==> config.mk <==
export PLATFORM = sky130hd
export DESIGN_NAME = pc_ras_unit
export DESIGN_NICKNAME = d
export VERILOG_FILES = /design/src/rtl/pc_ras_unit_pkg.sv /design/src/rtl/ras_stack.sv /design/src/rtl/pc_ras_unit.sv
export SDC_FILE = /design/constraint.sdc
export NUM_CORES = 1
export LEC_CHECK = 0
export BUFFER_PORTS_ARGS = -buffer_cell sky130_fd_sc_hd__buf_2
export CAP_MARGIN = 20
export CORE_MARGIN = 2
export CORE_UTILIZATION = 30
export CTS_CLUSTER_SIZE = 40
export DETAILED_ROUTE_END_ITERATION = 8
export GPL_TIMING_DRIVEN = 0
export PLACE_DENSITY = 0.48
export SLEW_MARGIN = 0
export SYNTH_ARGS = -nofsm -noshare
export SYNTH_HDL_FRONTEND = slang
export SYNTH_SLANG_ARGS = --single-unit
==> constraint.sdc <==
create_clock -name CLK -period 7.3 [get_ports CLK]
set_clock_uncertainty 0.2 [all_clocks]
set_input_delay 2.19 -clock CLK [delete_from_list [all_inputs] [get_ports CLK]]
set_output_delay 2.19 -clock CLK [all_outputs]
set_load 0.05 [all_outputs]
==> src/rtl/pc_ras_unit_pkg.sv <==
// Shared definitions for the program-counter unit: PC source encodings,
// trap FSM state type and default reset/trap vectors.
package pc_ras_unit_pkg;

    // PCSrc encodings
    localparam logic [2:0] PC_SEQ    = 3'd0;
    localparam logic [2:0] PC_BRANCH = 3'd1;
    localparam logic [2:0] PC_JUMP   = 3'd2;
    localparam logic [2:0] PC_REG    = 3'd3;
    localparam logic [2:0] PC_CALL   = 3'd4;
    localparam logic [2:0] PC_RET    = 3'd5;
    localparam logic [2:0] PC_TRAP   = 3'd6;
    localparam logic [2:0] PC_ERET   = 3'd7;

    // Trap FSM states
    typedef enum logic {
        NORMAL = 1'b0,
        TRAP   = 1'b1
    } pc_state_e;

    // Default vectors (truncated/extended to ADDR_W at the use site)
    localparam logic [31:0] DEF_RESET_VEC = 32'h0000_0000;
    localparam logic [31:0] DEF_TRAP_VEC  = 32'h0000_0080;

endpackage

==> src/rtl/ras_stack.sv <==
// Circular return-address stack. Push writes at the pointer and advances it;
// pop steps the pointer back and the entry below the pointer is the top.
// When full, a push overwrites the oldest entry and the count saturates.
module ras_stack #(
    parameter int unsigned RAS_DEPTH = 4,
    parameter int unsigned ADDR_W    = 32
) (
    input  logic              CLK,
    input  logic              Reset,
    input  logic              push,
    input  logic              pop,
    input  logic [ADDR_W-1:0] push_data,
    output logic [ADDR_W-1:0] top,
    output logic              empty,
    output logic              full
);

    localparam int unsigned PW = $clog2(RAS_DEPTH);
    localparam int unsigned CW = $clog2(RAS_DEPTH + 1);

    logic [ADDR_W-1:0] mem_q [RAS_DEPTH];
    logic [PW-1:0]     ptr_q, ptr_d;
    logic [CW-1:0]     cnt_q, cnt_d;
    logic              pop_ok;

    assign empty  = (cnt_q == '0);
    assign full   = (cnt_q == CW'(RAS_DEPTH));
    assign top    = mem_q[ptr_q - PW'(1)];
    // A pop on an empty stack must not disturb pointer or count
    assign pop_ok = pop && !empty;

    // Next pointer and saturating count
    always_comb begin
        ptr_d = ptr_q;
        cnt_d = cnt_q;
        if (push) begin
            ptr_d = ptr_q + PW'(1);
            if (!full) begin
                cnt_d = cnt_q + CW'(1);
            end
        end else if (pop_ok) begin
            ptr_d = ptr_q - PW'(1);
            cnt_d = cnt_q - CW'(1);
        end
    end

    // Pointer and count registers, falling-edge clocked
    always_ff @(negedge CLK or negedge Reset) begin
        if (!Reset) begin
            ptr_q <= '0;
            cnt_q <= '0;
        end else begin
            ptr_q <= ptr_d;
            cnt_q <= cnt_d;
        end
    end

    // Entry storage; contents are only meaningful below the count
    always_ff @(negedge CLK) begin
        if (push) begin
            mem_q[ptr_q] <= push_data;
        end
    end

endmodule

==> src/rtl/pc_ras_unit.sv <==
// Program-counter unit: sequential/branch/jump/register-jump selection,
// call/return through a return-address stack, trap/eret with a saved EPC,
// and a level interrupt that is masked while in the trap state.
module pc_ras_unit
    import pc_ras_unit_pkg::*;
#(
    parameter int unsigned       ADDR_W    = 32,
    parameter int unsigned       IMM_W     = 16,
    parameter logic [ADDR_W-1:0] RESET_VEC = ADDR_W'(DEF_RESET_VEC),
    parameter logic [ADDR_W-1:0] TRAP_VEC  = ADDR_W'(DEF_TRAP_VEC),
    parameter int unsigned       RAS_DEPTH = 4
) (
    input  logic              CLK,
    input  logic              Reset,
    input  logic              PCWrite,
    input  logic [2:0]        PCSrc,
    input  logic [IMM_W-1:0]  Immediate,
    input  logic [ADDR_W-1:0] JumpPC,
    input  logic [ADDR_W-1:0] RegPC,
    input  logic              IrqReq,
    output logic [ADDR_W-1:0] InsAddr,
    output logic [ADDR_W-1:0] nextPC,
    output logic [3:0]        PC4,
    output logic [ADDR_W-1:0] EPC,
    output logic              InTrap,
    output logic              RasEmpty,
    output logic              RasFull,
    output logic              RasMiss,
    output logic              DoubleFault
);

    pc_state_e         state_q, state_d;
    logic [ADDR_W-1:0] pc_q;
    logic [ADDR_W-1:0] epc_q, epc_d;
    logic              miss_q, miss_d;
    logic              df_q, df_d;

    logic [ADDR_W-1:0] seq_pc;
    logic [ADDR_W-1:0] imm_ext;
    logic [ADDR_W-1:0] branch_pc;
    logic [ADDR_W-1:0] sel_pc;
    logic [ADDR_W-1:0] ras_top;
    logic              ras_empty, ras_full;
    logic              push_req, pop_req, miss_req;
    logic              irq_take;
    logic              ras_push, ras_pop;

    assign seq_pc    = pc_q + ADDR_W'(4);
    assign imm_ext   = {{(ADDR_W - IMM_W){Immediate[IMM_W-1]}}, Immediate};
    assign branch_pc = seq_pc + (imm_ext << 2);
    assign irq_take  = IrqReq && (state_q == NORMAL);

    // Target that PCSrc alone would select, plus stack side effects requested
    always_comb begin
        sel_pc   = seq_pc;
        push_req = 1'b0;
        pop_req  = 1'b0;
        miss_req = 1'b0;
        unique case (PCSrc)
            PC_SEQ:    sel_pc = seq_pc;
            PC_BRANCH: sel_pc = branch_pc;
            PC_JUMP:   sel_pc = JumpPC;
            PC_REG:    sel_pc = RegPC;
            PC_CALL: begin
                sel_pc   = JumpPC;
                push_req = 1'b1;
            end
            PC_RET: begin
                if (ras_empty) begin
                    sel_pc   = RegPC;
                    miss_req = 1'b1;
                end else begin
                    sel_pc  = ras_top;
                    pop_req = 1'b1;
                end
            end
            PC_TRAP:   sel_pc = TRAP_VEC;
            PC_ERET:   sel_pc = (state_q == TRAP) ? epc_q : seq_pc;
            default:   sel_pc = seq_pc;
        endcase
    end

    // An accepted interrupt redirects to the trap vector and suppresses stack effects
    always_comb begin
        nextPC   = irq_take ? TRAP_VEC : sel_pc;
        ras_push = PCWrite && push_req && !irq_take;
        ras_pop  = PCWrite && pop_req && !irq_take;
        miss_d   = PCWrite && miss_req && !irq_take;
    end

    // Trap FSM next state plus EPC and double-fault updates
    always_comb begin
        state_d = state_q;
        epc_d   = epc_q;
        df_d    = df_q;
        unique case (state_q)
            NORMAL: begin
                if (irq_take) begin
                    state_d = TRAP;
                    epc_d   = sel_pc;
                end else if (PCSrc == PC_TRAP) begin
                    state_d = TRAP;
                    epc_d   = seq_pc;
                end
            end
            TRAP: begin
                if (PCSrc == PC_ERET) begin
                    state_d = NORMAL;
                end else if (PCSrc == PC_TRAP) begin
                    // Nested trap keeps the original return address
                    df_d = 1'b1;
                end
            end
            default: state_d = NORMAL;
        endcase
    end

    // Falling-edge architectural state; PCWrite=0 holds everything but the miss pulse
    always_ff @(negedge CLK or negedge Reset) begin
        if (!Reset) begin
            state_q <= NORMAL;
            pc_q    <= RESET_VEC;
            epc_q   <= '0;
            miss_q  <= 1'b0;
            df_q    <= 1'b0;
        end else begin
            miss_q <= miss_d;
            if (PCWrite) begin
                state_q <= state_d;
                pc_q    <= nextPC;
                epc_q   <= epc_d;
                df_q    <= df_d;
            end
        end
    end

    ras_stack #(
        .RAS_DEPTH (RAS_DEPTH),
        .ADDR_W    (ADDR_W)
    ) u_ras (
        .CLK       (CLK),
        .Reset     (Reset),
        .push      (ras_push),
        .pop       (ras_pop),
        .push_data (seq_pc),
        .top       (ras_top),
        .empty     (ras_empty),
        .full      (ras_full)
    );

    // Output mapping
    always_comb begin
        InsAddr     = pc_q;
        PC4         = pc_q[ADDR_W-1:ADDR_W-4];
        EPC         = epc_q;
        InTrap      = (state_q == TRAP);
        RasEmpty    = ras_empty;
        RasFull     = ras_full;
        RasMiss     = miss_q;
        DoubleFault = df_q;
    end

endmodule

### After elaboration in Yosys (flattened, before gate mapping)

Memory sizes are Yosys's and may differ from the RTL's.
Cells that the tools add are included.

| storage, ports and cells | value |
|---|---|
| memories kept | 1 |
| output and inout bits | 105 |
| bits of input ports | 87 |
| bits in writable memories | 128 |
| flip-flop bits (word level) | 72 |

Memories:

| memory | depth | width | rd ports | clocked after Yosys merged registers in | write ports | RTL line | RTL |
|---|---|---|---|---|---|---|---|
| u_ras.mem_q | 4 | 32 | 1 | 0 | 1 | ras_stack.sv:21 | `logic [ADDR_W-1:0] mem_q [RAS_DEPTH];` |

| operators by class | value |
|---|---|
| reductions and logical operators | 18 |
| equality and inequality tests | 9 |
| add/sub/neg operators | 6 |
| bitwise logic cells | 2 |
| multiplexer cells | 22 |

Operators by type and width:

| kind | count |
|---|---|
| $pmux 32 s7 | 1 |
| $mux 32 | 5 |
| $add 32x3->32 const B | 1 |
| $add 32x32->32 | 1 |
| $eq 3x3->1 const B | 5 |
| $mux 1 | 10 |
| $mux 3 | 3 |
| $logic_and 1x1->1 | 8 |
| $eq 3x2->1 const B | 2 |
| $logic_not 3->1 | 2 |
| $mux 2 | 2 |
| $reduce_and 4->1 | 1 |
| $reduce_bool 2->1 | 2 |
| $add 3x1->3 const B | 1 |
| $eq 3x1->1 const B | 1 |
| $reduce_and 3->1 | 1 |
| $sub 3x1->3 const B | 1 |
| $add 2x1->2 const B | 1 |
| $logic_not 1->1 | 2 |
| $ne 2x2->1 const B | 1 |
| $not 1->1 | 2 |
| $pmux 1 s2 | 1 |
| $reduce_and 2->1 | 1 |
| $reduce_or 2->1 | 1 |
| $sub 2x1->2 const B | 1 |

### Depth between registers and ports, before layout

| depth | value |
|---|---|
| depth after elaboration | 8 |
| gate-level depth with buffers | 17 |
| depth with buffers taken out | 16 |

### Modules after synthesis

A second synthesis with hierarchy kept.

| second synthesis, totals | value |
|---|---|
| cell total of the unflattened synthesis | 1,100 |
| area total of the unflattened synthesis | 11,980.2 um2 |

Modules (own cells, without submodules):

| module | cells each | instances | area each (um2) | sequential area each (um2) |
|---|---|---|---|---|
| pc_ras_unit | 889 | 1 | 6,910.4 | 1,676.6 |
| ras_stack | 211 | 1 | 5,069.9 | 3,968.8 |

==> results_tabular.tex <==
\begin{tabular}{lr}
\hline
Metric & Value \\
\hline
\multicolumn{2}{l}{\textbf{Floorplan}} \\
\quad Full die area & 41000 um2 \\
\quad Core area & 38700 um2 \\
\quad Placement row count & 72 \\
\quad Chip Width & 202 um \\
\quad Total I/O pin count & 192 \\
\quad Starting utilization of the core area & 30.5\% \\
\quad Die Height & 202 um \\
\multicolumn{2}{l}{\textbf{CTS}} \\
\quad Clock latency of the later-clocked register in the worst-skew pair & 0.50 ns \\
\quad Number of levels the H-tree was split into & 4 \\
\quad Maximum buffer depth of the clock tree & 2 \\
\quad CTS root buffer & sky130\_fd\_sc\_hd\_\_clkbuf\_16 \\
\quad Clock edge transition at the registers on the reported setup and hold paths & 0.06 ns \\
\quad Clock tree from TritonCTS & built \\
\quad Number of clock buffers inserted by TritonCTS & 17 \\
\quad Clock net sink count & 200 \\
\quad Number of buffers inserted by hold repair at cts & 0 \\
\multicolumn{2}{l}{\textbf{Logic synthesis}} \\
\quad Mux contribution to synthesized area & 8.57\% \\
\quad Xor/xnor share of the synthesized area & 4.06\% \\
\quad Area share of and/or/nand/nor cells after synthesis & 12.3\% \\
\quad Count of flip-flops with a built-in enable after synthesis & 128 \\
\quad Post-synthesis sequential element count & 200 \\
\quad Prevailing post-synth register cell & sky130\_fd\_sc\_hd\_\_edfxtp\_1 \\
\quad Portion of the post-synthesis area used by sequential elements & 47.8\% \\
\quad Most common library cells after synthesis & sky130\_fd\_sc\_hd\_\_edfxtp\_1 (128), sky130\_fd\_sc\_hd\_\_nand2\_1 (123), sky130\_fd\_sc\_hd\_\_dfrtn\_1 (72), sky130\_fd\_sc\_hd\_\_a21oi\_1 (70), sky130\_fd\_sc\_hd\_\_nor2\_1 (70) \\
\quad Post-synthesis area per instance & 10.8 um2 \\
\quad Yosys warning total & 0 \\
\quad Compound-cell area share of the yosys netlist & 17.6\% \\
\quad Dominant combinational cell family by area after synthesis & compound AO/OA/AOI/OAI gates \\
\quad Post-synthesis instance total & 1096 \\
\quad Synthesized netlist net count & 1223 \\
\quad Most repeated cell in the gate-level netlist after synthesis & sky130\_fd\_sc\_hd\_\_edfxtp\_1 \\
\quad Combined area of all synthesized cells & 11800 um2 \\
\quad Cell type with the largest total area after synthesis & sky130\_fd\_sc\_hd\_\_edfxtp\_1 \\
\quad Number of distinct library cells after synthesis & 79 \\
\quad Top post-synthesis cells by area & sky130\_fd\_sc\_hd\_\_edfxtp\_1 (33\%), sky130\_fd\_sc\_hd\_\_dfrtn\_1 (15\%), sky130\_fd\_sc\_hd\_\_mux4\_2 (6.1\%) \\
\quad Async SR Flop Fraction & 36.0\% \\
\quad Adder-cell share of the synthesized area & 5.38\% \\
\quad Area share of the leading cell type in the synthesized netlist & 32.5\% \\
\multicolumn{2}{l}{\textbf{Worst setup path}} \\
\quad Arrival time worst endpoint & 8.05 ns \\
\quad Largest incremental delay on the critical path & 0.49 ns \\
\quad Crit Path Class & flip-flop to output pin \\
\quad Nature of the critical path endpoint & output pin \\
\quad Startpoint of the most critical setup path & InsAddr[7] \\
\quad Critical path, cell by cell & buf\_4 -> nand3\_4 -> nor4\_4 -> buf\_6 -> and2\_4 -> nand2\_2 -> xnor2\_4 -> ha\_4 -> a21o\_1 -> nand2\_2 -> o31ai\_2 -> a41oi\_2 -> mux2\_4 -> a41o\_4 -> o211a\_1 -> nor3\_4 -> buf\_6 \\
\quad Worst setup slack for register-to-register paths & 2.98 ns \\
\quad Library cell contributing the largest single delay on the critical path & sky130\_fd\_sc\_hd\_\_dfrtn\_1 \\
\quad Kind of start point of the critical path & flip-flop \\
\quad Endpoint required time on the critical path & 4.91 ns \\
\quad Worst r2r dst & InsAddr[31] \\
\quad Reg2reg start & InsAddr[7] \\
\quad Crit Path Max Fanout & 5 \\
\quad Number of cells on the worst reg-to-reg path & 18 \\
\multicolumn{2}{l}{\textbf{Final layout}} \\
\quad Area taken by multi-input logic gates & 8390 um2 \\
\quad NumNets Final & 1790 \\
\quad Utilization after layout & 52.4\% \\
\quad Fill cell instance count of the final layout & 3481 \\
\quad Share of post-route cells with drive strength above 1 & 54.1\% \\
\quad Finished Cell Area & 20300 um2 \\
\quad Diodes inserted & 0 \\
\quad Sequential standard cell area & 5650 um2 \\
\quad Signed area change from the synthesized netlist to the final layout & 71.8\% \\
\multicolumn{2}{l}{\textbf{GRT}} \\
\quad Number of global-route vias before repair & 11875 \\
\quad GRT Resource Usage Total & 27.7\% \\
\quad Number of antenna violations at the first check in global routing & 0 \\
\quad Wire length of the first global-routing pass & 81500 um \\
\quad Global route total overflow & 0 \\
\quad Maximum number of pins on one net before global-route repair & 40 \\
\multicolumn{2}{l}{\textbf{STA}} \\
\quad Final slew viol count & 0 \\
\quad Normalized max-slew margin & 26.9\% \\
\quad Number of failing setup endpoints in the final timing report & 108 \\
\quad Setup repair after global routing missed its margin & yes \\
\quad Final Hold Slack & 0.263 ns \\
\quad Setup TNS & -120.48 ns \\
\quad Transition time of the tightest slew-check pin & 1.10 ns \\
\quad Worst Setup Slack, final & -3.14 ns \\
\quad Count of final hold-check violations & 0 \\
\multicolumn{2}{l}{\textbf{Power}} \\
\quad Maximum VDD drop & 193 uV \\
\quad Power density normalized to cell area & 399 nW/um2 \\
\quad Power, Total & 8100 uW \\
\quad Leakage & 0.00867 uW \\
\multicolumn{2}{l}{\textbf{Route}} \\
\quad WL per Instance & 26.4 um \\
\quad Post-route DRC violation count & 0 \\
\quad Antenna Nets Post-Route & 0 \\
\quad Vias & 12111 \\
\quad Via density per instance & 5.52 \\
\quad Drt pass-1 iters & 8 \\
\quad Total detailed-routing wirelength & 57900 um \\
\quad Initial DRC count & 1056 \\
\multicolumn{2}{l}{\textbf{Min path}} \\
\quad Kind of path behind the tightest hold check & flip-flop to flip-flop \\
\quad Sink of the worst hold path & EPC[5] \\
\quad Hold Crit Depth & 2 \\
\quad Launch point of the worst hold path & EPC[5] \\
\multicolumn{2}{l}{\textbf{Placed design}} \\
\quad Buffers on Ports & 189 \\
\quad Cell area after placement & 14600 um2 \\
\quad RePlAce Congestion & 0.948 \\
\quad DP Wirelength & 37700 um \\
\multicolumn{2}{l}{\textbf{Job}} \\
\quad Count of maximum capacitance violations & 0 \\
\multicolumn{2}{l}{\textbf{Outcome}} \\
\quad Violated checks & setup timing \\
\quad Result of the run & complete, but fails checks \\
\hline
\end{tabular}
-- cells in the final DEF, fill, tap and decap left out, types with 14 or more instances in the layout --
cell type and instances:
sky130_fd_sc_hd__a21o_1 16, sky130_fd_sc_hd__a21oi_1 27, sky130_fd_sc_hd__a21oi_2 29, sky130_fd_sc_hd__a21oi_4 14, sky130_fd_sc_hd__and2_4 14, sky130_fd_sc_hd__buf_12 17, sky130_fd_sc_hd__buf_2 115, sky130_fd_sc_hd__buf_4 171
sky130_fd_sc_hd__buf_6 116, sky130_fd_sc_hd__buf_8 25, sky130_fd_sc_hd__clkbuf_16 22, sky130_fd_sc_hd__dfrtn_1 72, sky130_fd_sc_hd__edfxtp_1 128, sky130_fd_sc_hd__ha_4 29, sky130_fd_sc_hd__inv_1 165, sky130_fd_sc_hd__mux2_4 14
sky130_fd_sc_hd__mux4_2 32, sky130_fd_sc_hd__nand2_1 100, sky130_fd_sc_hd__nand3_1 15, sky130_fd_sc_hd__nor2_1 33, sky130_fd_sc_hd__nor2_4 32, sky130_fd_sc_hd__o21ai_0 20, sky130_fd_sc_hd__o21ai_1 30, sky130_fd_sc_hd__o21ai_2 16
sky130_fd_sc_hd__o22ai_1 15, sky130_fd_sc_hd__xnor2_4 19
-- worst max-delay path, delay by kind of cell, from the launching register on --
kind,cells,cell delay [ns]
muxes,1,0.33
adders and majority gates,1,0.25
DFF,1,0.49
buffers and inverters,3,0.53
AOI/OAI and AO/OA,5,1.04
and+or+nand+nor,6,1.02
xor gates and xnor gates,1,0.28
-- layer usage --
| metal | GRT usage [%] | vias to the layer above | wire length [um] |
|---|---|---|---|
| met2 | 44.6 | 587 | 27400 |
| met3 | 5.84 | 91 | 4670 |
| li1 | - | 5264 | - |
| met1 | 37.0 | 6169 | 24100 |
| met4 | 9.59 | 0 | 1710 |
| met5 | 0 | - | 0 |
-- worst max path at each step --
stage / to / slack, ns / cells past startpoint
3_5_place_dp: nextPC[31] / -3.72 / 15
3_3_place_gp: nextPC[31] / -3.73 / 15
2_1_floorplan: nextPC[31] / -2.94 / 15
6_report: nextPC[31] / -3.14 / 17
4_1_cts: nextPC[31] / -3.20 / 17
5_1_grt: nextPC[31] / -3.25 / 17
-- power by group --
group | switching, uW | total [uW] | internal [uW]
Combinational | 2940 | 5180 | 2240
Sequential | 208 | 1690 | 1480
Clock | 689 | 1240 | 548
Total | 3830 | 8100 | 4270
-- through the flow --
| stage | instances | worst slack (ns) |
|---|---|---|
| 2_1_floorplan | 1096 | -2.94 |
| 3_3_place_gp | 1803 | -3.73 |
| 3_5_place_dp | 1808 | -3.72 |
| 4_1_cts | 2108 | -3.20 |
| 5_1_grt | 2194 | -3.25 |
| 6_report | 2194 | -3.14 |
-- sequential cells by signal, indices dropped and copies added, names as in the netlist --
signal and flops:
InsAddr 32, InTrap 1, u_ras.mem_q 128, RasMiss 1
u_ras.ptr_q 2, u_ras.cnt_q 3, EPC 32, DoubleFault 1
-- area by class of cell --
cell class / count / area share (%)
Buffer: 59 / 3.29
Sequential cell: 200 / 27.8
Tap cell: 518 / 3.19
Inverter: 47 / 0.943
Clock buffer: 18 / 2.11
Timing Repair Buffer: 427 / 18.2
Multi-Input combinational cell: 783 / 41.3
Clock inverter: 142 / 3.05
-- timing repair --
| action | in CTS | in global routing |
|---|---|---|
| setup endpoints to repair | 261 | 127 |
| gates cloned | 6 | 0 |
| endpoints found under the hold margin | 0 | 0 |
| pin swaps | 121 | 121 |
| resized for setup | 445 | 198 |
| setup buffers | 143 | 101 |
-- logic make-up after synthesis --
logic type / after synthesis
compound gates: 308
simple gates: 308
flops: 200
buf+inv: 117
mux: 58
xor+xnor: 53
fa+ha+maj: 52
(Power assumes the default switching activity.)
